<file path="config.mk">
export PLATFORM = sky130hd
export DESIGN_NAME = branch_resolver
export DESIGN_NICKNAME = d
export VERILOG_FILES = /design/src/rtl/branch_resolver_pkg.sv /design/src/rtl/branch_track_entry.sv /design/src/rtl/branch_resolver.sv
export SDC_FILE = /design/constraint.sdc
export NUM_CORES = 1
export LEC_CHECK = 0
export BUFFER_PORTS_ARGS = -buffer_cell sky130_fd_sc_hd__buf_2
export CAP_MARGIN = 20
export CORE_UTILIZATION = 34
export CTS_BUF_LIST = sky130_fd_sc_hd__clkbuf_16
export DETAILED_ROUTE_END_ITERATION = 12
export GPL_ROUTABILITY_DRIVEN = 0
export GPL_TIMING_DRIVEN = 1
export MAX_ROUTING_LAYER = met4
export SETUP_SLACK_MARGIN = 0.1
export SLEW_MARGIN = 5
export SYNTH_ARGS = -nofsm -noshare
export SYNTH_HDL_FRONTEND = slang
export SYNTH_SLANG_ARGS = --single-unit
</file>
<file path="constraint.sdc">
create_clock -name clk -period 2.6 [get_ports clk]
set_input_delay 0.26 -clock clk [delete_from_list [all_inputs] [get_ports clk]]
set_output_delay 0.26 -clock clk [all_outputs]
set_load 0.005 [all_outputs]
</file>
<file path="src/rtl/branch_resolver_pkg.sv">
// Shared types and constants for the branch resolution block.
// Holds the tracking-entry layout and the resolver FSM encoding.
package branch_resolver_pkg;

  localparam int          NUM_BRANCH_TYPES = 6;
  localparam int          BRANCH_TYPE_W    = 3;
  localparam logic [31:0] PC_INCR          = 32'd4;

  typedef enum logic {
    IDLE  = 1'b0,
    FLUSH = 1'b1
  } state_t;

  typedef struct packed {
    logic                     valid;
    logic                     predicted;
    logic [BRANCH_TYPE_W-1:0] btype;
    logic [31:0]              target;
    logic [31:0]              fallthrough;
  } entry_t;

endpackage

</file>
<file path="src/rtl/branch_track_entry.sv">
// One slot of the branch tracking pipe: loads d unless held; clear wins over hold.
module branch_track_entry
  import branch_resolver_pkg::*;
(
  input  logic   clk,
  input  logic   reset,
  input  logic   hold,
  input  logic   clear,
  input  entry_t d,
  output entry_t q
);

  always_ff @(posedge clk) begin
    if (reset || clear) begin
      q <= '0;
    end else if (!hold) begin
      q <= d;
    end
  end

endmodule

</file>
<file path="src/rtl/branch_resolver.sv">
// Tracks predicted branches from decode to memory stage, resolves them, and
// drives redirect/flush, predictor training and saturating statistics.
module branch_resolver
  import branch_resolver_pkg::*;
#(
  parameter int DEPTH        = 2,
  parameter int FLUSH_CYCLES = 2,
  parameter int CNT_W        = 32
) (
  input  logic                     clk,
  input  logic                     reset,
  input  logic                     stall,
  input  logic                     branch_decode_sig,
  input  logic                     prediction,
  input  logic [BRANCH_TYPE_W-1:0] branch_type,
  input  logic [31:0]              pc_in,
  input  logic [31:0]              branch_target,
  input  logic                     branch_mem_sig,
  input  logic                     actual_branch_decision,
  output logic                     mispredict,
  output logic [31:0]              redirect_pc,
  output logic                     flush,
  output logic                     update_valid,
  output logic [BRANCH_TYPE_W-1:0] update_type,
  output logic                     update_taken,
  output logic [CNT_W-1:0]         branch_count,
  output logic [CNT_W-1:0]         mispredict_count,
  output state_t                   fsm_state
);

  localparam int FC_W = (FLUSH_CYCLES > 1) ? $clog2(FLUSH_CYCLES) : 1;

  state_t          state, state_next;
  logic [FC_W-1:0] flush_cnt, flush_cnt_next;
  entry_t          stage_q [DEPTH];
  entry_t          capture;
  entry_t          last;
  logic            resolve;
  logic            wrong;

  assign last    = stage_q[DEPTH-1];
  assign resolve = !stall && branch_mem_sig && last.valid;
  assign wrong   = resolve && (last.predicted != actual_branch_decision);

  // A resolving mispredict discards the branch sitting in decode this cycle.
  always_comb begin
    capture             = '0;
    capture.valid       = branch_decode_sig && (state == IDLE) && !wrong;
    capture.predicted   = prediction;
    capture.btype       = branch_type;
    capture.target      = branch_target;
    capture.fallthrough = pc_in + PC_INCR;
  end

  for (genvar i = 0; i < DEPTH; i++) begin : g_stage
    if (i == 0) begin : g_head
      branch_track_entry u_entry (
        .clk   (clk),
        .reset (reset),
        .hold  (stall),
        .clear (wrong),
        .d     (capture),
        .q     (stage_q[0])
      );
    end else begin : g_tail
      branch_track_entry u_entry (
        .clk   (clk),
        .reset (reset),
        .hold  (stall),
        .clear (wrong),
        .d     (stage_q[i-1]),
        .q     (stage_q[i])
      );
    end
  end

  always_ff @(posedge clk) begin
    if (reset) begin
      state     <= IDLE;
      flush_cnt <= '0;
    end else begin
      state     <= state_next;
      flush_cnt <= flush_cnt_next;
    end
  end

  // The flush window counts down every cycle, stalled or not.
  always_comb begin
    state_next     = state;
    flush_cnt_next = flush_cnt;
    if (wrong) begin
      state_next     = FLUSH;
      flush_cnt_next = FC_W'(FLUSH_CYCLES - 1);
    end else if (state == FLUSH) begin
      if (flush_cnt == '0) begin
        state_next = IDLE;
      end else begin
        flush_cnt_next = flush_cnt - FC_W'(1);
      end
    end
  end

  assign flush     = (state == FLUSH);
  assign fsm_state = state;

  always_ff @(posedge clk) begin
    if (reset) begin
      mispredict       <= 1'b0;
      redirect_pc      <= '0;
      update_valid     <= 1'b0;
      update_type      <= '0;
      update_taken     <= 1'b0;
      branch_count     <= '0;
      mispredict_count <= '0;
    end else begin
      update_valid <= resolve;
      mispredict   <= wrong;
      if (resolve) begin
        update_type  <= last.btype;
        update_taken <= actual_branch_decision;
        if (branch_count != '1) begin
          branch_count <= branch_count + CNT_W'(1);
        end
      end
      if (wrong) begin
        redirect_pc <= actual_branch_decision ? last.target : last.fallthrough;
        if (mispredict_count != '1) begin
          mispredict_count <= mispredict_count + CNT_W'(1);
        end
      end
    end
  end

endmodule

</file>
# ---- Yosys cells after proc, flatten, opt, wreduce, memory -nomap -nowiden
# Cells that the tools add are included.
dict set report op_classes {
  addsub 4
  magnitude_cmp 0
  muxes 7
  mul 0
  reduce_logical 11
  bitwise 1
  n_shift 0
  n_eq_ne 3
  n_div 0
}
# cell count
set op_table {}
lappend op_table {{32-bit by 1-bit adder with 32-bit output (second input constant)} 2}
lappend op_table {{32-bit inequality test (second input constant)} 2}
lappend op_table {{32-bit by 3-bit adder with 32-bit output (second input constant)} 1}
lappend op_table {{32-bit two-way mux} 1}
lappend op_table {{1-bit two-way mux} 6}
lappend op_table {{1-bit logical AND} 5}
lappend op_table {{2-bit AND reduction} 2}
lappend op_table {{1-bit zero test} 2}
lappend op_table {{2-bit nonzero test} 1}
lappend op_table {{1-bit logical OR} 1}
lappend op_table {{1-bit inequality test} 1}
lappend op_table {{1-bit NOT} 1}
lappend op_table {{1-bit subtractor (second input constant)} 1}
dict set report totals {
  romBits 0
  n_memories 0
  wordCells 45
  latchBits 0
  regBits 242
  ramBits 0
}

# ---- Depth between registers and ports, before layout
# Gate-level depths: netlist of run 1.
dict set report logic_depth {
  ltp_word 6
  ltp_mapped 8
  depth_no_buf 6
}

# ---- Cells and area by module
# A second synthesis of run 1 with hierarchy kept.
dict set report unflattened {
  cells_unflattened 1107
  area_unflattened_um2 10381.2
}
# mod n_inst cells_each area_per_inst_um2 seq_area_each_um2
set by_module_without_submodules {}
lappend by_module_without_submodules {branch_resolver 1 659 5496.5 2082.0}
lappend by_module_without_submodules {branch_track_entry 2 224 2442.3 1381.3}

# ---- Worst setup path after synthesis of run 1
# Ideal clock, no wire load.
dict set report synth_timing {
  path_kind {register -> register}
  start {register mispredict_count[0]}
  end {register mispredict_count[28]}
  stages_incl_launch_ff 8
  t_arrival_ps 2018
  n_path_buf 1
  t_required_ps 2479
  path_slack_ps 461
  synth_period_minus_slack_ps 2139
  path_cell_list {dfxtp_1 -> ha_1 -> nand3_1 -> nand2b_1 -> a311o_1 -> clkbuf_1 -> nor4_1 -> mux2_2}
}
dict set report synth_via {
  elab_chain_len 2
  word_cells_on_any_way 3
  cone_classes {1 x add/sub; 1 x eq/ne; 1 x reduce/logical}
}
# element line
set synth_rtl {}
lappend synth_rtl {{start: declaration} branch_resolver.sv:27} ;# output logic [CNT_W-1:0] mispredict_count,
lappend synth_rtl {{start signal: assignment} branch_resolver.sv:128} ;# mispredict_count <= mispredict_count + CNT_W'(1);
lappend synth_rtl {{branches (longest 2 deep; another with 32-bit by 1-bit adder with 32-bit output)} --}
# Parallel ways; which one is timed is not known.
# A chain may end at the register's enable or synchronous reset.

# ---- Final worst setup path of run 1
# Same ends and word-level chain as after synthesis.

==> impl_metrics.ini, run 1 <==
[synthesis]
avgSynthCellArea_um2 = 9.07
yosys_most_used_dff = dfxtp_1
post_synth_num_cell_types = 51
synthTopCellsByArea = dfxtp_1 48%, mux2i_1 14%, nor2_1 6.1%
ys_seq_area_frac = 0.476
ys_async_sr_fraction = 0
mappedNetlistArea_um2 = 10200
yosys_register_bits = 242
synth_top_cell_area_share = 0.476
ys_warn_count = 0
synth.largest_area_cell = dfxtp_1
synthCells = 1122
synth_enable_flop_cells = 0
mappedNetlistNets = 1199

[die]
initial_utilization = 0.350
floorplan.die.height_um = 175
die_x_um = 175
ios = 178
placementRows = 62
design.die.area_um2 = 30600
placeableCoreArea_um2 = 29100

[grt]
grt_antenna_before_repair = 0
grt_first_pass_wirelength_um = 41800
globalRoute.totalOverflow = 0
grt_start_max_net_pins = 120
grt_most_used_layer = met2
met1_usage = 0.227
first_global_vias = 8204
grt_util_met3 = 0.0363
grtUsageTotal = 0.169
met2_usage = 0.257

[layout]
ff_latch_area_um2 = 4840
layout_cells_sized_above_1 = 0.191
areaGrowthSynthToFinish_pct = 25.8
num_antenna_cells = 0
layout.nets = 1409
multiInputGateArea_um2 = 5030
filler_instances = 2842

[clock_tree]
post_cts_resized = 0
cts-root-to-sink-buffers = 3
cts.hold.buffers_added = 45
tritoncts.num_buffers = 28
cts_tree = done
cts-htree-levels = 1
clk-insertion-delay-late_ns = 0.55
post_cts_setup_buffer_count = 0
clk_pin_slew_worst_paths_ns = 0.06
clock_sinks = 242
clockRootBuffer = clkbuf_16

[power_and_ir_drop]
ir_worst_vdd_mv = 0.464
p_per_area_nw_per_um2 = 617
total_chip_power_w = 0.00790
p_leak_nw = 5.33

[sta]
finalMaxSlewViolations = 0
post-route-min-period_ns = 2.36
worst_clock_skew_ns = 0.0317
worstMarginPinSlew_ns = 0.817
timing.max_slew.rel_slack = 0.456
timing.fmax_mhz = 423
layout_setup_ws_ns = 0.235
period_share = 0.910
timing.final.setup_violations = 0
rsz_0062_raised_after_global_routing = false
setup_tns_ns = 0
finalHoldViolCount = 0
finalHoldWorstSlack_ns = 0.0362

[outcome]
run_status = complete, no violations

[setup_path]
startpoint_of_the_worst_setup_timing_path = mispredict_count[0]
critical_path.endpoint_type = flop
worstSetupStartpointType = flop
criticalPathCategory = flop to flop
worstPathMaxFanout = 12
timing.critical_path.arrival_ns = 2.78
r2r_start = mispredict_count[0]
worst-endpoint-required_ns = 3.02

[placement]
place_worst_setup_slack_ns = 0.262
dp.final_hpwl_um = 17000
io_buffers = 177

[flow_run]
cap_violations = 0

[detailed_routing]
viasPerCell = 5.04
drt_first_iter_violations = 497
wl_per_cell_um = 14.7
dr.pass1.iters = 5
remaining_drc_errors = 0
number_of_antenna_violating_nets_in_the_routed_design = 0
num_vias = 8752
wl_um = 25500

[min_path]
min-delay-path-class = input port to flop
holdCritStartpoint = pc_in[13]
[routing by layer]
metal | share of wire | wire [µm] | vias to the layer above
met1 | 0.48 | 12300 | 4085
met4 | 0.020 | 501 | 0
met3 | 0.067 | 1700 | 45
met2 | 0.43 | 11100 | 235
li1 | - | - | 4387
met5 | 0 | 0 | -
[synthesized netlist by cell type (11+ instances only)]
| library cell | number |
|---|---|
| mux2i_1 | 146 |
| nand4_1 | 24 |
| or3_1 | 26 |
| clkbuf_1 | 57 |
| a21oi_1 | 67 |
| nand2_1 | 82 |
| nor2_1 | 165 |
| or4_1 | 18 |
| o31ai_1 | 15 |
| nor3_1 | 21 |
| dfxtp_1 | 242 |
| o21ai_0 | 74 |
| nor4_1 | 14 |
| nand3_1 | 26 |
| inv_1 | 14 |
| xnor2_1 | 30 |
| and4_1 | 11 |
[metrics by stage]
step / util / instances / instance area, µm²
finish: 0.440 / 1737 / 12800
global route: 0.440 / 1737 / 12800
CTS: 0.440 / 1737 / 12800
detailed placement: 0.397 / 1641 / 11500
global placement: 0.397 / 1641 / 11500
floorplan: - / 1122 / 10200
[placed cells by master, fill, tap and decap left out, types with 14 or more instances in the layout]
cell type,count
dfxtp_1,242
buf_2,176
nor2_1,164
mux2i_1,146
nand2_1,82
o21ai_0,74
a21oi_1,67
dlygate4sd3_1,45
xnor2_1,30
clkbuf_16,28
nand3_1,26
or3_1,26
nand4_1,24
nor3_1,21
inv_1,21
or4_1,18
buf_4,18
o31ai_1,15
nor4_1,14
[critical path, stage by stage, from the launching register on]
cell      delay (ns)
dfxtp_1         0.42
ha_1            0.20
nand3_1         0.18
nand2b_1        0.26
a311o_1         0.50
nor4_1          0.32
mux2_2          0.37
[state kept, by name (all words and copies together), names as in the netlist]
name and cells:
g_stage.g_head.u_entry.q 69, g_stage.g_tail.u_entry.q 69, branch_count 32, update_taken 1, mispredict_count 32, mispredict 1
flush_cnt 1, redirect_pc 32, update_valid 1, update_type 3, flush 1
[where the power goes]
group	internal [W]	switching, W
Combinational	0.000261	0.000279
Clock	0.00195	0.00154
Sequential	0.00382	0.0000558
[final cells by class]
class / instances / area share
clock inverter: 23 / 0.00880
clock buffer: 28 / 0.0547
multi-input combinational: 800 / 0.393
timing repair buffer: 245 / 0.123
tap: 384 / 0.0375
inverter: 15 / 0.00440
sequential: 242 / 0.379
[worst paths after layout]
path,end,slack (ns),cells after the start
max,mispredict_count[28],0.24,6
min,g_stage[0].g_head.u_entry.q[13],0.04,3
max reg2reg,mispredict_count[28],0.24,6
min reg2reg,redirect_pc[15],0.45,2
[cells by family after synthesis]
group / count (synthesis) / share of synthesized area
buffers and inverters: 80 / 0.0310
and+or+nand+nor: 428 / 0.206
DFF: 242 / 0.476
adders and majority gates: 3 / 0.00369
AOI/OAI and AO/OA: 177 / 0.0974
muxes: 155 / 0.154
xor gates and xnor gates: 37 / 0.0318
Power figures use the tool's default switching activity.
==> run 2: changes to the inputs <==
==> constraint.sdc (replaced) <==
create_clock -name clk -period 2.6 [get_ports clk]
set_input_delay 0.52 -clock clk [delete_from_list [all_inputs] [get_ports clk]]
set_output_delay 0.52 -clock clk [all_outputs]
set_load 0.005 [all_outputs]
==> impl_metrics.ini, run 2 (synthesis results as in run 1) <==
[detailed_routing]
remaining_drc_errors = 0
num_vias = 8558
dr.pass1.iters = 4
viasPerCell = 5.04
wl_per_cell_um = 14.8
number_of_antenna_violating_nets_in_the_routed_design = 0
wl_um = 25100
drt_first_iter_violations = 481

[grt]
grt_first_pass_wirelength_um = 40700
grt_antenna_before_repair = 1
grtUsageTotal = 0.165
first_global_vias = 8020
globalRoute.totalOverflow = 0
grt_start_max_net_pins = 121

[die]
design.die.area_um2 = 30600
initial_utilization = 0.350
floorplan.die.height_um = 175
placementRows = 62
ios = 178
die_x_um = 175
placeableCoreArea_um2 = 29100

[sta]
worst_clock_skew_ns = 0.0126
rsz_0062_raised_after_global_routing = false
finalHoldWorstSlack_ns = 0.211
finalHoldViolCount = 0
finalMaxSlewViolations = 0
setup_tns_ns = 0
post-route-min-period_ns = 2.28
timing.max_slew.rel_slack = 0.316
timing.fmax_mhz = 439
timing.final.setup_violations = 0
period_share = 0.877
worstMarginPinSlew_ns = 1.03

[layout]
ff_latch_area_um2 = 4840
post_layout_nonfiller_instances = 1698
areaGrowthSynthToFinish_pct = 23.2
layout_cells_sized_above_1 = 0.206
layout.nets = 1368
reg_top3 = g_stage.g_head.u_entry.q (69), g_stage.g_tail.u_entry.q (69)
filler_instances = 2937
final_cell_mix = 242 x dfxtp_1, 176 x buf_2, 164 x nor2_1
mostFrequentLayoutCell = dfxtp_1
multiInputGateArea_um2 = 5030
final_area_um2 = 12500

[power_and_ir_drop]
power_frac_clock = 0.474
p_per_area_nw_per_um2 = 662
pwr-share-comb = 0.059
switching_power_summed_over_all_nets_w = 0.00189
swShare = 0.228
internal_power_w = 0.00641
ir_worst_vdd_mv = 0.575
p_leak_nw = 5.22
sequentialPowerShare = 0.467

[setup_path]
r2r_setup_slack_ns = 0.32
r2r_start = branch_count[14]
cpPeakStageDelay_ns = 0.54
worstPathMaxFanout = 7
critPathSlowestCell = o211ai_1
criticalPathCategory = flop to flop
path_delay_family = simple AND/OR/NAND/NOR gates
worstSetupStartpointType = flop
worstPathCellList = nand4_1, or3_1, o211ai_1, nor4_2, mux2_2
worst-endpoint-required_ns = 3.02
timing.critical_path.arrival_ns = 2.70
critical_path.endpoint_type = flop
worst-path-buf-inv = 0
critical_path.reg2reg.endpoint = branch_count[22]
r2r.worst_path.cells = 5

[placement]
io_buffers = 177
dp.final_hpwl_um = 17000
postPlaceCellArea_um2 = 11600
placed_insts = 1645

[clock_tree]
cts_tree = done
cts-root-to-sink-buffers = 3
cts-htree-levels = 1
clk-insertion-delay-late_ns = 0.54
clock_sinks = 242
tritoncts.num_buffers = 28
clk_pin_slew_worst_paths_ns = 0.06
clockRootBuffer = clkbuf_16

[min_path]
hold_path_end = g_stage[0].g_head.u_entry.q[42]
holdCritStartpoint = branch_target[10]
min-delay-path-class = input port to flop
holdPathStages = 3

[outcome]
run_status = complete, no violations

[flow_run]
cap_violations = 0
[run 2: worst max path at each step]
stage,from,to,depth (start not counted)
3_5_place_dp,stall,mispredict_count[31],6
4_1_cts,branch_count[0],branch_count[22],6
5_1_grt,branch_count[26],branch_count[13],6
2_1_floorplan,stall,mispredict_count[31],8
6_report,branch_count[14],branch_count[22],5
3_3_place_gp,stall,mispredict_count[31],6
[run 2: stage by stage]
stage / util / total power, W / setup WS, ns
2_1_floorplan: - / 0.00427 / 0.284
3_3_place_gp: 0.398 / 0.00444 / 0.234
3_5_place_dp: 0.398 / 0.00445 / 0.243
4_1_cts: 0.430 / 0.00841 / 0.329
5_1_grt: 0.431 / 0.00860 / 0.155
6_report: 0.431 / 0.00830 / 0.321
[run 2: final cells by class]
class | count | area share
clock inverter | 24 | 0.0186
multi-input combinational | 800 | 0.402
inverter | 15 | 0.00449
antenna | 1 | 0.000200
timing repair buffer | 204 | 0.0943
sequential | 242 | 0.387
clock buffer | 28 | 0.0559
tap | 384 | 0.0383
[run 2: worst reg2reg max path, cell delays in order, from the launching register on]
cell and delay [ns]:
dfxtp_1 0.45, nand4_1 0.24, or3_1 0.52, o211ai_1 0.54, nor4_2 0.13, mux2_2 0.29
[run 2: timing repair]
item | in CTS | in global routing
hold buffers | 0 | 0
resized for setup | 0 | 1
endpoints found under the setup margin | 0 | 1
setup buffers | 0 | 0
[run 2: power groups by stage]
stage	sequential, W	combinational, W	clock (W)
2_1_floorplan	0.00394	0.000330	0
3_3_place_gp	0.00396	0.000485	0
3_5_place_dp	0.00396	0.000495	0
4_1_cts	0.00388	0.000498	0.00403
5_1_grt	0.00389	0.000545	0.00417
6_report	0.00388	0.000490	0.00393
[run 2: per-layer routing]
metal / GRT usage / share of wire
met5: - / 0
met4: 0.0337 / 0.017
met3: 0.0305 / 0.062
met2: 0.256 / 0.43
met1: 0.224 / 0.49
